## src/rtl/axis_pkt_gen_pkg.sv

```systemverilog
// Shared types and constants for the AXI-Stream packet generator.
// Holds the FSM states, pattern mode codes and LFSR tap selection.
package axis_pkt_gen_pkg;

   typedef enum logic [1:0] {
      IDLE,
      SEND,
      STOPPING
   } state_e;

   localparam logic [1:0] MODE_CNT  = 2'd0;
   localparam logic [1:0] MODE_LFSR = 2'd1;
   localparam logic [1:0] MODE_FILL = 2'd2;

   // Maximal-length Galois tap masks; unsupported widths get no taps.
   function automatic logic [63:0] lfsrTaps(input int width);
      case (width)
         8:       return 64'h0000_0000_0000_00B8;
         16:      return 64'h0000_0000_0000_B400;
         32:      return 64'h0000_0000_A300_0000;
         64:      return 64'hD800_0000_0000_0000;
         default: return 64'h0;
      endcase
   endfunction

endpackage

```

## src/rtl/axis_lfsr.sv

```systemverilog
// Right-shifting Galois LFSR with synchronous seed load and advance enable.
// Load takes priority over advance so a new run always begins from its seed.
module axis_lfsr
   import axis_pkt_gen_pkg::*;
#(
   parameter int DATA_WIDTH = 32
) (
   input  logic                  clk,
   input  logic                  reset,
   input  logic                  load_i,
   input  logic [DATA_WIDTH-1:0] seed_i,
   input  logic                  advance_i,
   output logic [DATA_WIDTH-1:0] state_o
);

   localparam logic [DATA_WIDTH-1:0] TAPS = DATA_WIDTH'(lfsrTaps(DATA_WIDTH));

   logic [DATA_WIDTH-1:0] lfsr_q;
   logic [DATA_WIDTH-1:0] lfsr_d;

   always_comb begin
      lfsr_d = lfsr_q;
      if (load_i) begin
         lfsr_d = seed_i;
      end else if (advance_i) begin
         lfsr_d = lfsr_q[0] ? ((lfsr_q >> 1) ^ TAPS) : (lfsr_q >> 1);
      end
   end

   always_ff @(posedge clk or posedge reset) begin
      if (reset) begin
         lfsr_q <= '0;
      end else begin
         lfsr_q <= lfsr_d;
      end
   end

   assign state_o = lfsr_q;

endmodule

```

## src/rtl/axis_pkt_gen.sv

```systemverilog
// AXI-Stream master packet generator with run-time length, count and pattern.
// Holds tdata/tlast under backpressure and only stops at packet boundaries.
module axis_pkt_gen
   import axis_pkt_gen_pkg::*;
#(
   parameter int  DATA_WIDTH  = 32,
   parameter int  MAX_PKT_LEN = 256,
   parameter int  CNT_W       = 16,
   localparam int LEN_W       = $clog2(MAX_PKT_LEN + 1)
) (
   input  logic                  clk,
   input  logic                  reset,
   input  logic                  start,
   input  logic                  stop,
   input  logic [LEN_W-1:0]      cfg_pkt_len,
   input  logic [CNT_W-1:0]      cfg_num_pkts,
   input  logic [1:0]            cfg_mode,
   input  logic [DATA_WIDTH-1:0] cfg_fill,
   output logic [DATA_WIDTH-1:0] m_tdata,
   output logic                  m_tvalid,
   input  logic                  m_tready,
   output logic                  m_tlast,
   output logic                  busy,
   output logic                  done,
   output logic [CNT_W-1:0]      pkt_count
);

   state_e                state_q;
   logic [LEN_W-1:0]      len_q;
   logic [LEN_W-1:0]      beatIdx_q;
   logic [CNT_W-1:0]      numPkts_q;
   logic [CNT_W-1:0]      pktCount_q;
   logic [1:0]            mode_q;
   logic [DATA_WIDTH-1:0] fill_q;
   logic [DATA_WIDTH-1:0] cnt_q;
   logic                  tvalid_q;
   logic                  tlast_q;
   logic                  done_q;

   logic [LEN_W-1:0]      startLen;
   logic [LEN_W-1:0]      nextIdx;
   logic [LEN_W-1:0]      lenM1;
   logic [DATA_WIDTH-1:0] seed;
   logic [CNT_W-1:0]      pktCountInc;
   logic                  handshake;
   logic                  finalPkt;
   logic                  endRun;
   logic                  lfsrLoad;
   logic [DATA_WIDTH-1:0] lfsrState;

   // Config resolution: zero length means one beat, oversize is clamped.
   always_comb begin
      startLen = cfg_pkt_len;
      if (cfg_pkt_len == '0) begin
         startLen = LEN_W'(1);
      end else if (cfg_pkt_len > LEN_W'(MAX_PKT_LEN)) begin
         startLen = LEN_W'(MAX_PKT_LEN);
      end
      seed        = (cfg_fill == '0) ? DATA_WIDTH'(1) : cfg_fill;
      handshake   = tvalid_q && m_tready;
      nextIdx     = beatIdx_q + 1'b1;
      lenM1       = len_q - 1'b1;
      pktCountInc = pktCount_q + 1'b1;
      finalPkt    = (numPkts_q != '0) && (pktCountInc == numPkts_q);
      endRun      = finalPkt || (state_q == STOPPING) || stop;
      lfsrLoad    = (state_q == IDLE) && start;
   end

   axis_lfsr #(
      .DATA_WIDTH(DATA_WIDTH)
   ) uLfsr (
      .clk       (clk),
      .reset     (reset),
      .load_i    (lfsrLoad),
      .seed_i    (seed),
      .advance_i (handshake),
      .state_o   (lfsrState)
   );

   // Main control: a stop seen while SEND arms STOPPING, but a run-ending
   // tlast handshake in the same cycle overrides it and returns to IDLE.
   always_ff @(posedge clk or posedge reset) begin
      if (reset) begin
         state_q    <= IDLE;
         len_q      <= '0;
         beatIdx_q  <= '0;
         numPkts_q  <= '0;
         pktCount_q <= '0;
         mode_q     <= MODE_CNT;
         fill_q     <= '0;
         cnt_q      <= '0;
         tvalid_q   <= 1'b0;
         tlast_q    <= 1'b0;
         done_q     <= 1'b0;
      end else begin
         done_q <= 1'b0;
         case (state_q)
            IDLE: begin
               if (start) begin
                  state_q    <= SEND;
                  len_q      <= startLen;
                  numPkts_q  <= cfg_num_pkts;
                  mode_q     <= cfg_mode;
                  fill_q     <= cfg_fill;
                  beatIdx_q  <= '0;
                  cnt_q      <= '0;
                  pktCount_q <= '0;
                  tvalid_q   <= 1'b1;
                  tlast_q    <= (startLen == LEN_W'(1));
               end
            end
            SEND, STOPPING: begin
               if (stop && (state_q == SEND)) begin
                  state_q <= STOPPING;
               end
               if (handshake) begin
                  cnt_q <= cnt_q + 1'b1;
                  if (tlast_q) begin
                     pktCount_q <= pktCountInc;
                     beatIdx_q  <= '0;
                     if (endRun) begin
                        state_q  <= IDLE;
                        tvalid_q <= 1'b0;
                        tlast_q  <= 1'b0;
                        done_q   <= 1'b1;
                     end else begin
                        tlast_q <= (len_q == LEN_W'(1));
                     end
                  end else begin
                     beatIdx_q <= nextIdx;
                     tlast_q   <= (nextIdx == lenM1);
                  end
               end
            end
            default: state_q <= IDLE;
         endcase
      end
   end

   always_comb begin
      case (mode_q)
         MODE_LFSR: m_tdata = lfsrState;
         MODE_FILL: m_tdata = fill_q;
         default:   m_tdata = cnt_q;
      endcase
   end

   assign m_tvalid  = tvalid_q;
   assign m_tlast   = tlast_q;
   assign busy      = (state_q != IDLE);
   assign done      = done_q;
   assign pkt_count = pktCount_q;

endmodule

```

## config.mk

```make
export PLATFORM = sky130hd
export DESIGN_NAME = axis_pkt_gen
export DESIGN_NICKNAME = d
export VERILOG_FILES = /design/src/rtl/axis_pkt_gen_pkg.sv /design/src/rtl/axis_lfsr.sv /design/src/rtl/axis_pkt_gen.sv
export SDC_FILE = /design/constraint.sdc
export NUM_CORES = 1
export LEC_CHECK = 0
export BUFFER_PORTS_ARGS = -buffer_cell sky130_fd_sc_hd__buf_2
export CORE_MARGIN = 5
export CORE_UTILIZATION = 40
export DETAILED_ROUTE_END_ITERATION = 12
export PLACE_DENSITY = 0.6
export SLEW_MARGIN = 20
export SYNTH_ARGS = -nofsm -noshare
export SYNTH_HDL_FRONTEND = slang
export SYNTH_SLANG_ARGS = --single-unit
```

## constraint.sdc

```tcl
create_clock -name clk -period 6.25 [get_ports clk]
set_input_delay 0.9375 -clock clk [delete_from_list [all_inputs] [get_ports clk]]
set_output_delay 0.9375 -clock clk [all_outputs]
set_load 0.01 [all_outputs]
```

# Word level (Yosys, flattened, before mapping)
# Cells that the tools add are included.
# word_totals
output_inout_bits,52
reg_bits,153
input_bits,64
# classes
n_lt_le_gt_ge,1
add_sub_neg,4
n_reduce_logical,18
muxes,38
eq_ne,12
bitwise_logic,1
# op_table
cell,count
$mux 32,6
$pmux 32 s2,2
$mux 16,3
$mux 9,5
$add 32x1->32 const B,1
$logic_not 32->1,1
$pmux 16 s2,1
$eq 9x1->1 const B,2
$pmux 9 s2,1
$add 16x1->16 const B,1
$eq 16x16->1,1
$reduce_bool 16->1,1
$mux 1,12
$mux 2,5
$add 9x1->9 const B,1
$eq 9x9->1,1
$gt 9x9->1 const B,1
$logic_not 9->1,1
$sub 9x1->9 const B,1
$ne 2x2->1 const B,4
$reduce_bool 2->1,3
$reduce_and 5->1,1
$eq 2x1->1 const B,2
$eq 2x2->1 const B,2
other kinds (10),15

# Depth between registers and ports, before layout
# Gate-level depths: netlist of run 1.
# depth
depth_word,9
ltp_mapped,11
depth_no_buf,10

# Modules after synthesis
# From an unflattened synthesis of run 1, not the netlist that was laid out.
# unflattened
hier_cells,901
hier_area_um2,8444.3
# modules_own_cells
mod,area_per_inst_um2,cells_per_inst,instances,seq_area_each_um2
axis_pkt_gen,6929.1,756,1,3027.9
axis_lfsr,1515.2,145,1,800.8

# Worst setup path before layout of run 1
# Ideal clock, no wire load.
# synth_timing
path_type,input port to flip-flop
start,in m_tready
end,reg cnt_q[31]
path_stages,8
path_slack_ns,3.691
arrival_time_ns,2.427
path_buffers,0
setup_time_ns,0.132
cell_sequence,nand2_2 > a21o_1 > nor4_4 > nand3_2 > nor3_2 > nand4_1 > xor2_1 > nor2_1
# synth_between
elab_chain_cells,3
# synth_lines
element,line_no,source
start: declaration,axis_pkt_gen.sv:21,"input logic m_tready,"
$logic_and 1x1->1,axis_pkt_gen.sv:60,handshake = tvalid_q && m_tready;
$ne 2x2->1 (no source line),n/a,
$reduce_and 3->1 (no source line),n/a,
end signal: assignment,axis_pkt_gen.sv:117,cnt_q <= cnt_q + 1'b1;
end: declaration,axis_pkt_gen.sv:35,logic [DATA_WIDTH-1:0] cnt_q;
# Every way passes these cells.
# A chain may end at the register's enable or synchronous reset.

# Worst setup path in the final report of run 1
# layout_timing
start,in m_tready
end,reg pktCount_q[15] (netlist: pkt_count[15])
# layout_between
elab_chain_cells,3
# layout_lines
element,line_no,source
$logic_and 1x1->1,axis_pkt_gen.sv:60,
$ne 2x2->1 (no source line),n/a,
$reduce_and 4->1 (no source line),n/a,
end signal: assignment,axis_pkt_gen.sv:119,pktCount_q <= pktCountInc;
end: declaration,axis_pkt_gen.sv:32,logic [CNT_W-1:0] pktCount_q;
# Every way passes these cells.

==> results.sh, run 1 <==
export IMPL_status="finished, final reports clean"
export IMPL_relSlewSlack=0.279
export IMPL_critPathMaxFanout=37
export IMPL_critPathKind="primary input to flip-flop"
export IMPL_synth_compound_area_frac=0.127
export IMPL_cts_max_path_buffers=2
export IMPL_worstPathArrival_ns=3.76
export IMPL_synth_async_reset_ratio=1.00
export IMPL_yosysWarnings=0
export IMPL_cts_root_buffer="clkbuf_16"
export IMPL_synth_fp_nets=1001
export IMPL_maxSlewViolCount=0
export IMPL_cts_hold_fix_buffers=0
export IMPL_dpl_hpwl_um=15300
export IMPL_cp_required_ns=6.58
export IMPL_port_buffers=115
export IMPL_syn_inst=926
export IMPL_antenna_found_initial=0
export IMPL_antenna_left=0
export IMPL_worstSetupStartpointType="primary input"
export IMPL_grt_max_degree=89
export IMPL_power_leakage_nw=4.43
export IMPL_rsz0062_at_grt="false"
export IMPL_dp_cells=1269
export IMPL_rows=52
export IMPL_fp_dieW_um=152
export IMPL_finalCritPeriodShare=0.548
export IMPL_crit_path_end_kind="flip-flop"
export IMPL_period_minus_slack_ns=3.43
export IMPL_vdd_drop_max_mv=0.204
export IMPL_postCtsSetupBuffers=0
export IMPL_cts_resized=0
export IMPL_synth_edf_count=0
export IMPL_cts_sinks=153
export IMPL_synth_mux_area_fraction=0.0412
export IMPL_p_per_area_nw_per_um2=452
export IMPL_via_count=6819
export IMPL_cts_buffers=17
export IMPL_worst_slew_pin_slew_ns=1.08
export IMPL_min_path_type="flip-flop to flip-flop"
export IMPL_setup_violations=0
export IMPL_dieArea_um2=23100
export IMPL_tritoncts="yes"
export IMPL_fillers=2011
export IMPL_synth_simple_area_share=0.231
export IMPL_layout_commonest_cell="nand2_1"
export IMPL_tns_ns=0
export IMPL_antenna_cells=0
export IMPL_synth_top_family_by_area="simple AND/OR/NAND/NOR gates"
export IMPL_syn_area_per_cell_um2=8.72
export IMPL_clk_transition_reported_paths_ns=0.06
export IMPL_ys_seq_elements=153
export IMPL_wire_per_inst_um=16.7
export IMPL_grt_pass1_vias=6563
export IMPL_clock_skew_ns=0.00667
export IMPL_vias_per_cell=5.24
export IMPL_fin_nets=1093
export IMPL_insertion_delay_ns=0.43
export IMPL_drtIter0Drc=419
export IMPL_synth_xor_area_frac=0.0792
export IMPL_cts_htree_levels=4
export IMPL_routed_wl_um=21800
export IMPL_track_usage=0.188
export IMPL_final_cell_mix="nand2_1 (258), dfrtp_1 (153), buf_2 (115)"
export IMPL_drive_above_1_share=0.165
export IMPL_final_hold_violation_count=0
export IMPL_final_cells=1301
export IMPL_globalplace_congestion=0.862
export IMPL_yosys_area_share_adder=0.0170
export IMPL_synthDistinctLibCells=50
export IMPL_route_detailed_drc=0
export IMPL_fp_dieH_um=152
export IMPL_io_pins=116
export IMPL_fp_coreArea_um2=20000
export IMPL_fmax_mhz=292
export IMPL_grt_pass1_wl_um=35300
export IMPL_grt_overflow=0
export IMPL_initial_core_util=0.403
export IMPL_max_cap_violations=0
export IMPL_syn_cell_area_um2=8080
export IMPL_synthFlopType="dfrtp_1"
export IMPL_yosysSeqAreaShare=0.474
export IMPL_drtPass1Iterations=5
export IMPL_synthToLayoutAreaGrowth_pct=17.5
## metal layers
layer | global-route usage | vias to the layer above | part of all wire
li1 | - | 3364 | -
met1 | 0.278 | 3279 | 0.50
met2 | 0.273 | 144 | 0.43
met3 | 0.0401 | 32 | 0.042
met4 | 0.0625 | 0 | 0.025
met5 | 0 | - | 0
## sequential cells by signal, summed over array words and instances, names as in the netlist
signal         flops
pkt_count         16
done               1
m_tlast            1
uLfsr.state_o     32
len_q              9
state_q            2
numPkts_q         16
mode_q             2
m_tvalid           1
fill_q            32
cnt_q             32
beatIdx_q          9
## power by group
part           internal (mW)  switching, mW
Combinational          0.586           1.05
Sequential              1.30          0.267
Clock                  0.666          0.428
Total                   2.55           1.74
## final timing paths
kind | start | endpoint | slack (ns) | cells after the start
worst max-delay path | m_tready | pkt_count[15] | 2.82 | 7
worst min-delay path | fill_q[29] | fill_q[29] | 0.48 | 2
worst max register to register | m_tvalid | pkt_count[15] | 2.95 | 6
worst min register to register | fill_q[29] | fill_q[29] | 0.48 | 2
max in group asynchronous | reset | cnt_q[18] | 4.21 | 3
min in group asynchronous | reset | len_q[2] | 0.68 | 2
## Yosys cell counts (2+ instances only)
cell type | count | area (µm²)
a21oi_1 | 19 | 95.1
a221oi_1 | 2 | 17.5
a22o_1 | 2 | 17.5
a22oi_1 | 30 | 225
and2_1 | 3 | 18.8
and3_1 | 6 | 37.5
and4_1 | 2 | 17.5
buf_1 | 3 | 11.3
buf_2 | 5 | 25.0
clkbuf_1 | 40 | 150
dfrtp_1 | 153 | 3830
ha_1 | 11 | 138
inv_1 | 13 | 48.8
mux2i_1 | 31 | 310
nand2_1 | 259 | 972
nand3_1 | 25 | 125
nand3_2 | 2 | 20.0
nand3b_1 | 8 | 60.1
nand4_1 | 17 | 106
nor2_1 | 51 | 191
nor3_1 | 10 | 50.1
nor4_1 | 22 | 138
o21ai_0 | 101 | 505
o31ai_1 | 10 | 75.1
or3_1 | 5 | 31.3
xnor2_1 | 39 | 342
xor2_1 | 34 | 298
## cell families (layout without fill, tap and decap cells)
kind of cell               after synthesis  after routing
buffers and inverters                   62            167
xor gates and xnor gates                73             73
AOI/OAI and AO/OA                      174            174
adders and majority gates               11             11
and+or+nand+nor                        420            420
muxes                                   33             33
DFF                                    153            153
## stage by stage
step	setup slack [ns]	area, µm²	total power, mW	hold slack, ns	util
5_1_grt	2.50	9490	4.60	0.487	0.473
2_1_floorplan	1.19	8080	2.68	0.446	-
6_report	2.82	9490	4.29	0.475	0.473
3_3_place_gp	2.58	8860	3.18	0.459	0.442
3_5_place_dp	2.41	8860	3.21	0.465	0.442
4_1_cts	2.86	9490	4.31	0.480	0.473
## critical path, cell delays in order
cell and delay, ns:
buf_2 0.09, nand2_2 0.58, a21oi_1 0.88, nand2_1 0.19, nor2_1 0.62, nand2_1 0.19
o31ai_1 0.25
## layout make-up
class                      count  area, µm²  share of cell area
clock buffer                  20        467              0.0492
multi-input combinational    711       4010               0.423
tap                          270        338              0.0356
inverter                      13       53.8             0.00567
sequential                   153       3830               0.404
timing repair buffer         122        628              0.0662
clock inverter                12        164              0.0173
Note: power is estimated with default switching activity, not from simulation.
==> run 2, diff against run 1 <==
--- a/config.mk
+++ b/config.mk
@@ -9,7 +9,7 @@
 export CORE_MARGIN = 5
 export CORE_UTILIZATION = 40
 export DETAILED_ROUTE_END_ITERATION = 12
-export PLACE_DENSITY = 0.6
+export PLACE_DENSITY = 0.62
 export SLEW_MARGIN = 20
 export SYNTH_ARGS = -nofsm -noshare
 export SYNTH_HDL_FRONTEND = slang
==> constraint.sdc (replaced) <==
create_clock -name clk -period 2.8 [get_ports clk]
set_input_delay 0.42 -clock clk [delete_from_list [all_inputs] [get_ports clk]]
set_output_delay 0.42 -clock clk [all_outputs]
set_load 0.01 [all_outputs]
==> results.sh, run 2 (synthesized netlist as in run 1, its figures left out) <==
export IMPL_crit_buf_inv=3
export IMPL_met3_usage=0.0353
export IMPL_routed_wl_um=21700
export IMPL_path_depth=5
export IMPL_cts_buffers=17
export IMPL_grt_overflow=0
export IMPL_worst_slack_ns=0.139
export IMPL_insertion_delay_ns=0.43
export IMPL_vias_per_cell=5.27
export IMPL_fin_nets=1105
export IMPL_dieArea_um2=23100
export IMPL_cp_slowest_cell="buf_4"
export IMPL_use_met1=0.281
export IMPL_period_minus_slack_ns=2.66
export IMPL_antenna_found_initial=0
export IMPL_rows=52
export IMPL_drtIter0Drc=517
export IMPL_initial_core_util=0.403
export IMPL_post_route_util=0.479
export IMPL_cp_endpoint="m_tdata[1]"
export IMPL_layout_commonest_cell="nand2_1"
export IMPL_cts_sinks=153
export IMPL_fp_dieW_um=152
export IMPL_io_pins=116
export IMPL_use_met2=0.284
export IMPL_clk_transition_reported_paths_ns=0.06
export IMPL_globalplace_congestion=0.830
export IMPL_port_buffers=115
export IMPL_wire_per_inst_um=16.6
export IMPL_crit_path_start="mode_q[0]"
export IMPL_fp_coreArea_um2=20000
export IMPL_slowest_delay_ns=0.48
export IMPL_max_cap_violations=0
export IMPL_drtPass1Iterations=5
export IMPL_ff2ff_setup_slack_ns=0.22
export IMPL_fillers=1981
export IMPL_via_count=6920
export IMPL_cts_htree_levels=4
export IMPL_worst_slew_pin_slew_ns=0.716
export IMPL_worstSetupStartpointType="flip-flop"
export IMPL_dpl_hpwl_um=15500
export IMPL_grt_pass1_vias=6717
export IMPL_fmax_mhz=376
export IMPL_grt_pass1_wl_um=35700
export IMPL_dp_slack_ns=0.0898
export IMPL_drive_above_1_share=0.178
export IMPL_path_cells="inv_1 > ha_1 > buf_4 > o21ai_0 > buf_2"
export IMPL_r2r_cells=9
export IMPL_min_path_type="primary input to asynchronous set/reset pin"
export IMPL_cpLargestDelayFamily="buffers and inverters"
export IMPL_cp_required_ns=2.38
export IMPL_setup_violations=0
export IMPL_tritoncts="yes"
export IMPL_critPathKind="flip-flop to output port"
export IMPL_power_leakage_nw=4.48
export IMPL_maxSlewViolCount=0
export IMPL_timing_rr_start="pkt_count[0]"
export IMPL_final_cell_mix="nand2_1 (258), dfrtp_1 (153), buf_2 (115)"
export IMPL_worstPathArrival_ns=2.24
export IMPL_tns_ns=0
export IMPL_timing_rr_end="state_q[1]"
export IMPL_critPathMaxFanout=62
export IMPL_track_usage=0.190
export IMPL_vdd_drop_max_mv=0.600
export IMPL_status="finished, final reports clean"
export IMPL_antenna_left=0
export IMPL_final_hold_violation_count=0
export IMPL_clock_skew_ns=0.00795
export IMPL_synthToLayoutAreaGrowth_pct=18.8
export IMPL_p_per_area_nw_per_um2=987
export IMPL_cts_hold_fix_buffers=0
export IMPL_grt_max_degree=100
export IMPL_fp_dieH_um=152
export IMPL_route_detailed_drc=0
export IMPL_antenna_cells=0
export IMPL_top_usage_layer="met2"
export IMPL_relSlewSlack=0.523
export IMPL_cts_root_buffer="clkbuf_16"
export IMPL_cts_max_path_buffers=2
export IMPL_crit_path_end_kind="output port"
export IMPL_finalCritPeriodShare=0.950
export IMPL_whs_ns=0.114
[run 2: cell count changes in the layout (fill, tap and decap cells not counted), sizes merged]
cell | before | now
buf | 122 | 134
inv | 16 | 18
clkbuf | 20 | 18
bufinv | 3 | 0
clkinvlp | 3 | 4
clkinv | 3 | 5
[run 2: per-stage QoR]
| stage | power (mW) | cells | instance area (µm²) |
|---|---|---|---|
| after global placement | 7.26 | 1280 | 9000 |
| after detailed placement | 7.33 | 1280 | 9000 |
| after global routing | 10.1 | 1313 | 9600 |
| after CTS | 9.52 | 1312 | 9550 |
| after floorplan | 5.97 | 926 | 8080 |
| final | 9.47 | 1313 | 9600 |
[run 2: cell type report]
class / instances / area (µm²) / area share
clock buffers: 18 / 439 / 0.0458
multi-input cells: 711 / 4040 / 0.421
flip-flops and latches: 153 / 3830 / 0.399
clock inverters: 14 / 114 / 0.0119
inverters: 13 / 52.6 / 0.00548
well taps: 270 / 338 / 0.0352
repair buffers: 134 / 781 / 0.0814
[run 2: worst min-delay path, delay by kind of cell]
kind	cells	cell delay [ns]
buffers and inverters	3	0.54
[run 2: worst min-delay path by stage]
stage | end | slack, ns | cells past startpoint
finish | beatIdx_q[6] | 0.11 | 3
detailed placement | fill_q[4] | 0.46 | 2
global route | numPkts_q[5] | 0.19 | 3
global placement | fill_q[28] | 0.46 | 2
CTS | len_q[7] | 0.17 | 3
floorplan | fill_q[26] | 0.45 | 2
[run 2: routing by layer]
metal | share of wire | vias to the layer above
li1 | - | 3399
met1 | 0.48 | 3316
met2 | 0.45 | 183
met3 | 0.053 | 22
met4 | 0.015 | 0
met5 | 0 | -
[run 2: what timing repair did]
action	4_1_cts	5_1_grt
resized for setup	0	7
setup endpoints to repair	0	9
endpoints found under the hold margin	0	0
setup buffers	0	1
[run 2: report_power, final]
group,switching (mW),internal (mW),total (mW)
Clock,0.993,1.18,2.17
Combinational,2.37,1.45,3.82
Sequential,0.588,2.90,3.48
Total,3.95,5.52,9.47
